==> config.mk <==
export PLATFORM = sky130hd
export DESIGN_NAME = axi_ar_rr_arbiter
export DESIGN_NICKNAME = d
export VERILOG_FILES = /design/src/rtl/axi_ar_rr_arbiter.sv
export SDC_FILE = /design/constraint.sdc
export NUM_CORES = 1
export LEC_CHECK = 0
export ABC_AREA = 1
export BUFFER_PORTS_ARGS = -buffer_cell sky130_fd_sc_hd__buf_2
export CAP_MARGIN = 15
export CORE_AREA = 4 4 226 228
export CTS_CLUSTER_DIAMETER = 100
export DETAILED_ROUTE_END_ITERATION = 6
export DIE_AREA = 0 0 230 232
export PLACE_DENSITY = 0.48
export SYNTH_ARGS = -nofsm -noshare
export SYNTH_HDL_FRONTEND = slang
export SYNTH_SLANG_ARGS = --single-unit
==> constraint.sdc <==
create_clock -name aclk -period 3.8 [get_ports aclk]
set_clock_uncertainty 0.2 [all_clocks]
set_input_delay 0.38 -clock aclk [delete_from_list [all_inputs] [get_ports aclk]]
set_output_delay 0.38 -clock aclk [all_outputs]
set_load 0.005 [all_outputs]
==> src/rtl/axi_ar_rr_arbiter.sv <==
// ============================================================================
// Module   : axi_ar_rr_arbiter
// Brief    : Round-robin sharing of one AXI4 read master (AR/R) between
//            NUM_REQ requesters, with index-tagged IDs and per-requester
//            outstanding-read limits.
// Revision : 1.0 - initial release
// ============================================================================
`timescale 1ns/1ps
`default_nettype none

module axi_ar_rr_arbiter #(
    parameter int NUM_REQ        = 4,
    parameter int IDX_W          = $clog2(NUM_REQ),
    parameter int AXI_ID_WIDTH   = 4,
    parameter int AXI_ADDR_WIDTH = 64,
    parameter int AXI_DATA_WIDTH = 64,
    parameter int MAX_TXNS       = 8
) (
    input  logic                                aclk,
    input  logic                                rst,
    // requester side
    input  logic [NUM_REQ*AXI_ID_WIDTH-1:0]     s_axi_arid,
    input  logic [NUM_REQ*AXI_ADDR_WIDTH-1:0]   s_axi_araddr,
    input  logic [NUM_REQ*8-1:0]                s_axi_arlen,
    input  logic [NUM_REQ*3-1:0]                s_axi_arsize,
    input  logic [NUM_REQ*2-1:0]                s_axi_arburst,
    input  logic [NUM_REQ*3-1:0]                s_axi_arprot,
    input  logic [NUM_REQ-1:0]                  s_axi_arvalid,
    output logic [NUM_REQ-1:0]                  s_axi_arready,
    output logic [AXI_DATA_WIDTH-1:0]           s_axi_rdata,
    output logic [AXI_ID_WIDTH-1:0]             s_axi_rid,
    output logic [1:0]                          s_axi_rresp,
    output logic                                s_axi_rlast,
    output logic [NUM_REQ-1:0]                  s_axi_rvalid,
    input  logic [NUM_REQ-1:0]                  s_axi_rready,
    // master side
    output logic [AXI_ID_WIDTH+IDX_W-1:0]       m_axi_arid,
    output logic [AXI_ADDR_WIDTH-1:0]           m_axi_araddr,
    output logic [7:0]                          m_axi_arlen,
    output logic [2:0]                          m_axi_arsize,
    output logic [1:0]                          m_axi_arburst,
    output logic [2:0]                          m_axi_arprot,
    output logic                                m_axi_arvalid,
    input  logic                                m_axi_arready,
    input  logic [AXI_DATA_WIDTH-1:0]           m_axi_rdata,
    input  logic [AXI_ID_WIDTH+IDX_W-1:0]       m_axi_rid,
    input  logic [1:0]                          m_axi_rresp,
    input  logic                                m_axi_rlast,
    input  logic                                m_axi_rvalid,
    output logic                                m_axi_rready,
    output logic                                route_err
);

    localparam int               c_CNT_W  = $clog2(MAX_TXNS + 1);
    localparam int               c_MID_W  = AXI_ID_WIDTH + IDX_W;
    localparam logic [IDX_W:0]   c_NREQ   = (IDX_W+1)'(NUM_REQ);
    localparam logic [IDX_W-1:0] c_LAST   = IDX_W'(NUM_REQ - 1);
    localparam logic [0:0]       c_IDLE   = 1'b0;
    localparam logic [0:0]       c_ISSUE  = 1'b1;

    logic [0:0]                r_state;
    logic [IDX_W-1:0]          r_rr_ptr;
    logic                      r_arvalid;
    logic [c_MID_W-1:0]        r_arid;
    logic [AXI_ADDR_WIDTH-1:0] r_araddr;
    logic [7:0]                r_arlen;
    logic [2:0]                r_arsize;
    logic [1:0]                r_arburst;
    logic [2:0]                r_arprot;
    logic                      r_route_err;

    logic [NUM_REQ-1:0]        w_elig;
    logic [NUM_REQ-1:0]        w_inc;
    logic [NUM_REQ-1:0]        w_dec;
    logic [NUM_REQ-1:0]        w_cnt_zero;
    logic                      w_grant_vld;
    logic [IDX_W-1:0]          w_grant_idx;
    logic [IDX_W-1:0]          w_pos;
    logic [IDX_W-1:0]          w_next_ptr;
    logic                      w_accept;
    logic [IDX_W-1:0]          w_r_idx;
    logic                      w_r_ok;
    logic                      w_r_last_hs;
    logic                      w_underflow;
    logic                      w_bad_beat;

    // Scan from the highest offset down so the lowest offset from rr_ptr wins.
    always_comb begin
        w_grant_vld = 1'b0;
        w_grant_idx = '0;
        w_pos       = '0;
        for (int k = NUM_REQ - 1; k >= 0; k--) begin
            if ((int'(r_rr_ptr) + k) >= NUM_REQ)
                w_pos = IDX_W'(int'(r_rr_ptr) + k - NUM_REQ);
            else
                w_pos = IDX_W'(int'(r_rr_ptr) + k);
            if (w_elig[w_pos]) begin
                w_grant_vld = 1'b1;
                w_grant_idx = w_pos;
            end
        end
    end

    assign w_accept   = (r_state == c_IDLE) && w_grant_vld;
    assign w_next_ptr = (w_grant_idx == c_LAST) ? '0 : w_grant_idx + IDX_W'(1);

    always_comb begin
        s_axi_arready = '0;
        if (w_accept)
            s_axi_arready[w_grant_idx] = 1'b1;
    end

    always_ff @(posedge aclk or posedge rst) begin
        if (rst) begin
            r_state   <= c_IDLE;
            r_rr_ptr  <= '0;
            r_arvalid <= 1'b0;
            r_arid    <= '0;
            r_araddr  <= '0;
            r_arlen   <= '0;
            r_arsize  <= '0;
            r_arburst <= '0;
            r_arprot  <= '0;
        end else begin
            case (r_state)
                c_IDLE: begin
                    if (w_grant_vld) begin
                        r_arid    <= {w_grant_idx,
                                      s_axi_arid[w_grant_idx*AXI_ID_WIDTH +: AXI_ID_WIDTH]};
                        r_araddr  <= s_axi_araddr[w_grant_idx*AXI_ADDR_WIDTH +: AXI_ADDR_WIDTH];
                        r_arlen   <= s_axi_arlen[w_grant_idx*8 +: 8];
                        r_arsize  <= s_axi_arsize[w_grant_idx*3 +: 3];
                        r_arburst <= s_axi_arburst[w_grant_idx*2 +: 2];
                        r_arprot  <= s_axi_arprot[w_grant_idx*3 +: 3];
                        r_arvalid <= 1'b1;
                        r_rr_ptr  <= w_next_ptr;
                        r_state   <= c_ISSUE;
                    end
                end
                c_ISSUE: begin
                    if (m_axi_arready) begin
                        r_arvalid <= 1'b0;
                        r_state   <= c_IDLE;
                    end
                end
                default: r_state <= c_IDLE;
            endcase
        end
    end

    assign m_axi_arid    = r_arid;
    assign m_axi_araddr  = r_araddr;
    assign m_axi_arlen   = r_arlen;
    assign m_axi_arsize  = r_arsize;
    assign m_axi_arburst = r_arburst;
    assign m_axi_arprot  = r_arprot;
    assign m_axi_arvalid = r_arvalid;

    // R path: purely combinational steering on the ID index bits.
    assign w_r_idx = m_axi_rid[c_MID_W-1 -: IDX_W];
    assign w_r_ok  = ({1'b0, w_r_idx} < c_NREQ);

    always_comb begin
        s_axi_rvalid = '0;
        m_axi_rready = 1'b1;
        if (w_r_ok) begin
            s_axi_rvalid[w_r_idx] = m_axi_rvalid;
            m_axi_rready          = s_axi_rready[w_r_idx];
        end
    end

    assign s_axi_rdata = m_axi_rdata;
    assign s_axi_rid   = m_axi_rid[AXI_ID_WIDTH-1:0];
    assign s_axi_rresp = m_axi_rresp;
    assign s_axi_rlast = m_axi_rlast;

    assign w_r_last_hs = m_axi_rvalid && m_axi_rready && m_axi_rlast && w_r_ok;

    for (genvar i = 0; i < NUM_REQ; i++) begin : g_cnt
        logic [c_CNT_W-1:0] r_cnt;
        logic               w_dec_ok;

        assign w_inc[i]      = w_accept && (w_grant_idx == IDX_W'(i));
        assign w_dec[i]      = w_r_last_hs && (w_r_idx == IDX_W'(i));
        assign w_cnt_zero[i] = (r_cnt == '0);
        assign w_dec_ok      = w_dec[i] && !w_cnt_zero[i];
        assign w_elig[i]     = s_axi_arvalid[i] && (r_cnt < c_CNT_W'(MAX_TXNS));

        always_ff @(posedge aclk or posedge rst) begin
            if (rst)
                r_cnt <= '0;
            else if (w_inc[i] && !w_dec_ok)
                r_cnt <= r_cnt + c_CNT_W'(1);
            else if (!w_inc[i] && w_dec_ok)
                r_cnt <= r_cnt - c_CNT_W'(1);
        end
    end

    assign w_underflow = |(w_dec & w_cnt_zero);
    assign w_bad_beat  = m_axi_rvalid && !w_r_ok;

    always_ff @(posedge aclk or posedge rst) begin
        if (rst)
            r_route_err <= 1'b0;
        else if (w_underflow || w_bad_beat)
            r_route_err <= 1'b1;
    end

    assign route_err = r_route_err;

endmodule

`default_nettype wire

==> results of run 1 <==
-- final cells by class --
cell class              instances  area, µm²
fillers                      5708      36700
clock buffers                  11        243
well taps                     664        831
inverters                     363       1370
repair buffers                462       2390
flip-flops and latches        107       2680
clock inverters                 4       75.1
diodes                          1       2.50
multi-input cells             998       4580
-- cell usage after synthesis --
master	instances
inv_2	3
inv_1	360
buf_4	76
nand3_1	352
xor2_1	5
nand3b_1	3
a21oi_1	5
buf_1	16
nand2_1	558
fa_1	4
nor4_1	3
dfrtp_1	107
nor3b_1	1
buf_2	51
o21ai_0	10
nor3_1	3
nand3_2	1
xnor2_1	9
nand4_1	1
ha_1	13
nor2_1	20
clkbuf_1	19
buf_6	1
nand2_4	2
nor2_2	1
nand2_2	1
a22oi_1	1
or4_1	1
a21o_1	4
-- metrics by stage --
| step | util (%) | std cells | setup WS (ns) | instance area, µm² |
|---|---|---|---|---|
| after floorplan | - | 1631 | 0.403 | 9540 |
| after global placement | 24.2 | 2592 | 0.383 | 11800 |
| after detailed placement | 24.2 | 2592 | 0.266 | 11800 |
| after CTS | 24.9 | 2609 | 0.248 | 12200 |
| after global routing | 24.9 | 2609 | 0.131 | 12200 |
| final | 24.9 | 2610 | 0.340 | 12200 |
-- routing by layer --
layer	global-route usage, %	part of all wire [%]	vias up
li1	-	-	5412
met1	17.7	43	5084
met2	24.3	49	328
met3	4.35	6.7	50
met4	2.99	1.6	6
met5	0	0.097	-
-- logic make-up after synthesis --
group	share of synthesized area, %
AND/OR/NAND/NOR	42.5
buffers and inverters	24.4
adder cells (fa/ha/maj)	2.54
flip-flops	28.1
AO/OA/AOI/OAI	1.18
XOR/XNOR	1.29
-- sequential cells by signal, summed over array words and instances (netlist names), 2 cells and up --
register,cells
m_axi_araddr,64
m_axi_arlen,8
m_axi_arburst,2
m_axi_arsize,3
r_rr_ptr,2
g_cnt.r_cnt,16
m_axi_arid,6
m_axi_arprot,3
-- repair_timing --
action	in CTS	in global routing
hold buffers	2	0
gates resized for setup	0	1
setup endpoints to repair	0	1
endpoints found under the hold margin	28	0
-- power by group through the flow --
stage / logic [mW] / registers [mW] / clock network (mW)
CTS: 9.93 / 2.15 / 1.15
global route: 11.1 / 2.21 / 1.19
global placement: 9.74 / 2.16 / 0
floorplan: 6.91 / 2.13 / 0
finish: 9.65 / 2.14 / 1.08
detailed placement: 9.88 / 2.16 / 0
-- worst max-delay path, cell delays in order (launching register included) --
cell,delay [ns]
dfrtp_2,0.50
inv_2,0.09
nand3_1,0.10
nand2_1,0.10
nand2_1,0.14
nand2_1,0.09
inv_2,0.07
nand2_1,0.10
nand2_1,0.18
nand2_8,0.08
nand2_8,0.08
ha_1,0.15
inv_1,0.04
nor2_1,0.19
ha_1,0.23
inv_1,0.10
ha_1,0.29
a21o_1,0.17
a21oi_1,0.16
nand2_1,0.07
nand2_1,0.06
nor2_1,0.04
xor2_1,0.13
-- how the worst min path moves through the flow --
stage	cells past startpoint	end	from
6_report	7	m_axi_araddr[50]	s_axi_araddr[114]
5_1_grt	7	m_axi_araddr[33]	s_axi_araddr[97]
4_1_cts	7	m_axi_araddr[38]	s_axi_araddr[102]
3_5_place_dp	1	m_axi_arvalid	r_state
3_3_place_gp	1	m_axi_arvalid	r_state
2_1_floorplan	1	m_axi_arvalid	r_state
==> run metrics, run 1 <==
Setup-failing EPs final 0; Clock Tree Root clkbuf_16; Max VDD drop 0.00156 V; CP endpoint g_cnt[3].r_cnt[3]; synthesized area 9540 µm²; sequential power share 16.7%; Detailed Route WL 39,100 µm; drt drc 0; most frequent cells in the layout 555 x nand2_1, 448 x buf_2, 359 x inv_1; first-pass GRT wire length 60,000 µm; hold slack 0.188 ns; DR iter-0 viols 552; min-delay worst type primary input to flip-flop; vias per cell 4.17; Critical Path Source r_rr_ptr[0]; die width 230 µm; launching point of the worst reg2reg path r_rr_ptr[0]; Port Buf Inserts 448; CTS tree done; largest net degree at the start of global routing 169; Overflow after GRT 0; Vias 10,880; Area growth syn-to-layout 27.6%; syn_area_per_cell 5.85 µm²; Gate power share 75.0%; R2R setup slack 0.34 ns; Routability Congestion 0.867; ratio of cells with drive above 1 in the final layout 25.0%; pwr dens 1060 nW/µm²; DRT antenna net count 0; Synth area leader dfrtp_1; Core Footprint 48,800 µm²; vias in the first global route 10,801; row cnt 81; initial antenna violation count 5; R2R depth 22; clock power share 8.4%; synth top area cells dfrtp_1 28%, nand2_1 22%, nand3_1 18%; Gate Count Post-Synth 1,631; RR Endpoint g_cnt[3].r_cnt[3]; num ports 589; post-CTS setup buffers 0; flops & latches, synth 107; sequential fraction of the synthesis area 28.1%; CP arrival 3.53 ns; CTS sink cnt 107; DPL Wire Length 29,200 µm; max cap viols 0; Worst Setup End Kind flip-flop; Final Hold Vio Count 0; H-tree lvl count 3; WP data required 3.87 ns; crit path time final 3.46 ns; Final #Nets 2,379; Worst setup SP type flip-flop; CTS clk-pin slew, worst paths 0.08 ns; part of the cycle the worst path needs 91.1%; Max Fclk 0.289 GHz; TritonCTS Buffers 9; Wirelength per Cell 15.0 µm; Power Total 12.9 mW; share of the synthesized area in the top cell type 28.1%; Setup TNS 0 ns; Worst-Skew Late Latency 0.38 ns; Synth Net Count 2,069; Int Power 5.52 mW; CTS max path bufs 2; slew margin rel. 26.5%; Die Area 53,400 µm²; Slew Limit Fails 0; status complete, no violations; Die H 232 µm; distinct cell type count after synthesis 29; CP Max Fanout 9; DRT Pass-1 Iters 5; most common cell after layout, fill and taps aside nand2_1; Initial Util 19.5%; RSZ-0062 raised after global routing no; crit path kind flip-flop to flip-flop; NetSw 7.35 mW; Net Sw Frac 57.1%; pin slew with the least headroom to its limit 1.10 ns; synth warn 0; GRT Overall Usage 14.2%; Leak Pwr 7.86 nW
Power figures use the tool's default switching activity.
==> run 2: changes to the inputs <==
Clock period 3.8 ns to 3.3 ns, I/O delays scaled along.
==> run 2 against run 1 <==
Compared with the run above:
- critical endpoint is now g_cnt[2].r_cnt[3]
- setup slack worse by 0.16 ns
- sequential power increased by 15%
- sequential share of layout area is 0.30 points lower
==> run metrics, run 2 (synthesis gave the netlist of run 1 again) <==
GRT Overall Usage 13.8% (-0.44 points); crit-path cells inv_2, nand3_1, nand2_2, nand2_1, nand2_1, inv_2, nand2_2, nand2_2, nand2_8, nand2_8, nor2_1, inv_2, nor2_4, ha_4, inv_1, ha_1, a21o_1, a21oi_2, nor2_1, nor2_1, xor2_1; launching point of the worst reg2reg path r_rr_ptr[0]; CP max-delay cell dfrtp_2; crit path time final 3.12 ns (-0.340 ns); GR Util met3 4.07% (-0.28 points); Wirelength per Cell 14.6 µm (-2.4%); initial antenna violation count 3 (-2); DRT antenna net count 0 (unchanged); Crit path largest cell delay 0.48 ns (-0.02 ns); worst setup slack after placement -0.0196 ns (-0.286 ns); Final #Nets 2,388 (+0.38%); H-tree lvl count 3 (unchanged); Worst Setup End Kind flip-flop; M2 GR Usage 24.0% (-0.23 points); Area growth syn-to-layout 29.3%; vias in the first global route 10,647 (-1.4%); utilization after layout 25.3% (+0.35 points); worst hold endpoint m_axi_araddr[1]; Leak Pwr 7.91 nW (+0.61%); WP data required 3.40 ns (-0.47 ns); Max VDD drop 0.00118 V (-24%); pin slew with the least headroom to its limit 0.945 ns (-0.156 ns); Worst setup SP type flip-flop; CP Max Fanout 8 (-1); GR Util met1 16.9% (-0.86 points); Initial Util 19.5% (unchanged); status complete, no violations; Top Family by Delay on Critical Path simple AND/OR/NAND/NOR gates; final setup margin 0.180 ns (-0.160 ns); CTS clk-pin slew, worst paths 0.08 ns (about the same); num ports 589 (unchanged); Overflow after GRT 0 (unchanged); Core Footprint 48,800 µm² (unchanged); Die H 232 µm (unchanged); TritonCTS Buffers 9 (unchanged); crit path kind flip-flop to flip-flop; vias per cell 4.14 (-0.59%); Die Area 53,400 µm² (unchanged); slew margin rel. 37.0% (+10 points); RR Endpoint g_cnt[2].r_cnt[3]; part of the cycle the worst path needs 94.5% (+3.5 points); DPL Wire Length 28,400 µm (-2.6%); Worst Hold Path Cells 7 (unchanged); CP Buf/Inv Count 4 (unchanged); largest net degree at the start of global routing 169 (unchanged); Clock Tree Root clkbuf_16; most frequent cells in the layout 549 x nand2_1, 448 x buf_2, 358 x inv_1; DRT Pass-1 Iters 5 (unchanged); fin cells 2,619 (+0.34%); Detailed Route WL 38,300 µm (-2.0%); CTS max path bufs 2 (unchanged); Worst-Skew Late Latency 0.38 ns (about the same); hold slack 0.133 ns (-0.0553 ns); min-delay worst type primary input to flip-flop; pwr dens 1230 nW/µm² (+16%); row cnt 81 (unchanged); post-placement cell count 2,598 (+0.23%); Port Buf Inserts 448 (unchanged); R2R depth 21 (-4.5%); max cap viols 0 (unchanged); DR iter-0 viols 620 (+12%); Max Fclk 0.321 GHz (+11%); busiest grt layer met2; R2R setup slack 0.18 ns (-0.16 ns); Power Total 15.2 mW (+18%); drt drc 0 (unchanged); min-delay src s_axi_araddr[65]; Final Hold Vio Count 0 (unchanged); die width 230 µm (unchanged); CTS tree done; fill count 5,705 (-0.053%); max reg flops 64 (unchanged); Routability Congestion 0.853 (-1.6%); CTS sink cnt 107 (unchanged); Setup-failing EPs final 0 (unchanged); most common cell after layout, fill and taps aside nand2_1; Slew Limit Fails 0 (unchanged); ratio of cells with drive above 1 in the final layout 26.5% (+1.4 points); RSZ-0062 raised after global routing yes; Vias 10,853 (-0.25%); CP arrival 3.22 ns (-0.31 ns); first-pass GRT wire length 58,600 µm (-2.4%)
==> run 2: cell count changes in the layout (fill, tap and decap cells not counted), moves of 2 or more <==
cell,change
buf_4,+8
ha_1,-4
a21oi_1,-4
ha_2,+2
nand2_2,+6
nand2_1,-6
a21oi_2,+4
nor2_1,-5
nor2_2,+2
ha_4,+2
nor2_4,+3
==> run 2: timing repair <==
action                                  CTS  global route
setup buffers                             0             3
pin swaps                                 0             9
endpoints found under the hold margin   104             0
endpoints found under the setup margin    3             4
resized for setup                         2            25
hold buffers                              2             0
==> run 2: area by class of cell <==
class | count | area [µm²] | share of cell area [%]
repair buffers | 471 | 2470 | 20.0
well taps | 664 | 831 | 6.73
flip-flops and latches | 107 | 2680 | 21.7
multi-input cells | 998 | 4670 | 37.9
clock buffers | 11 | 243 | 1.97
diodes | 1 | 2.50 | 0.0203
inverters | 363 | 1370 | 11.1
clock inverters | 4 | 75.1 | 0.608
==> run 2: metal layers <==
metal | share of wire, % | wire [µm] | vias up
met5 | 0.034 | 13 | -
met4 | 1.8 | 686 | 2
met3 | 6.3 | 2420 | 49
met2 | 50 | 19000 | 314
met1 | 42 | 16200 | 5056
li1 | - | - | 5432
==> run 2: through the flow <==
step	area, µm²	setup TNS (ns)
after global placement	11900	0
after detailed placement	11900	-0.0347
final	12300	0
after floorplan	9540	0
after CTS	12200	0
after global routing	12300	-0.0574
==> run 2: how the worst max path moves through the flow <==
stage	end	slack (ns)	from	cells after the start
after global routing	g_cnt[1].r_cnt[3]	-0.03	r_rr_ptr[0]	19
after CTS	g_cnt[0].r_cnt[3]	0.03	r_rr_ptr[0]	21
after floorplan	g_cnt[3].r_cnt[3]	0.001	r_rr_ptr[0]	24
final	g_cnt[2].r_cnt[3]	0.18	r_rr_ptr[0]	21
after global placement	g_cnt[0].r_cnt[3]	0.09	r_rr_ptr[0]	22
after detailed placement	g_cnt[0].r_cnt[3]	-0.02	r_rr_ptr[0]	21
==> run 2: worst register-to-register path, cell delays in order, from the launching register on <==
cell and delay (ns):
dfrtp_2 0.48, inv_2 0.12, nand3_1 0.09, nand2_2 0.09
nand2_1 0.06, nand2_1 0.07, inv_2 0.05, nand2_2 0.09
nand2_2 0.09, nand2_8 0.10, nand2_8 0.06, nor2_1 0.12
inv_2 0.09, nor2_4 0.13, ha_4 0.15, inv_1 0.07
ha_1 0.28, a21o_1 0.19, a21oi_2 0.16, nor2_1 0.05
nor2_1 0.14, xor2_1 0.17
==> run 2: report_power, final <==
part           switching, mW  internal, mW  total [mW]
sequential             0.423          2.04        2.46
combinational           7.61          3.84        11.5
clock                  0.556         0.684        1.24
total                   8.59          6.56        15.2
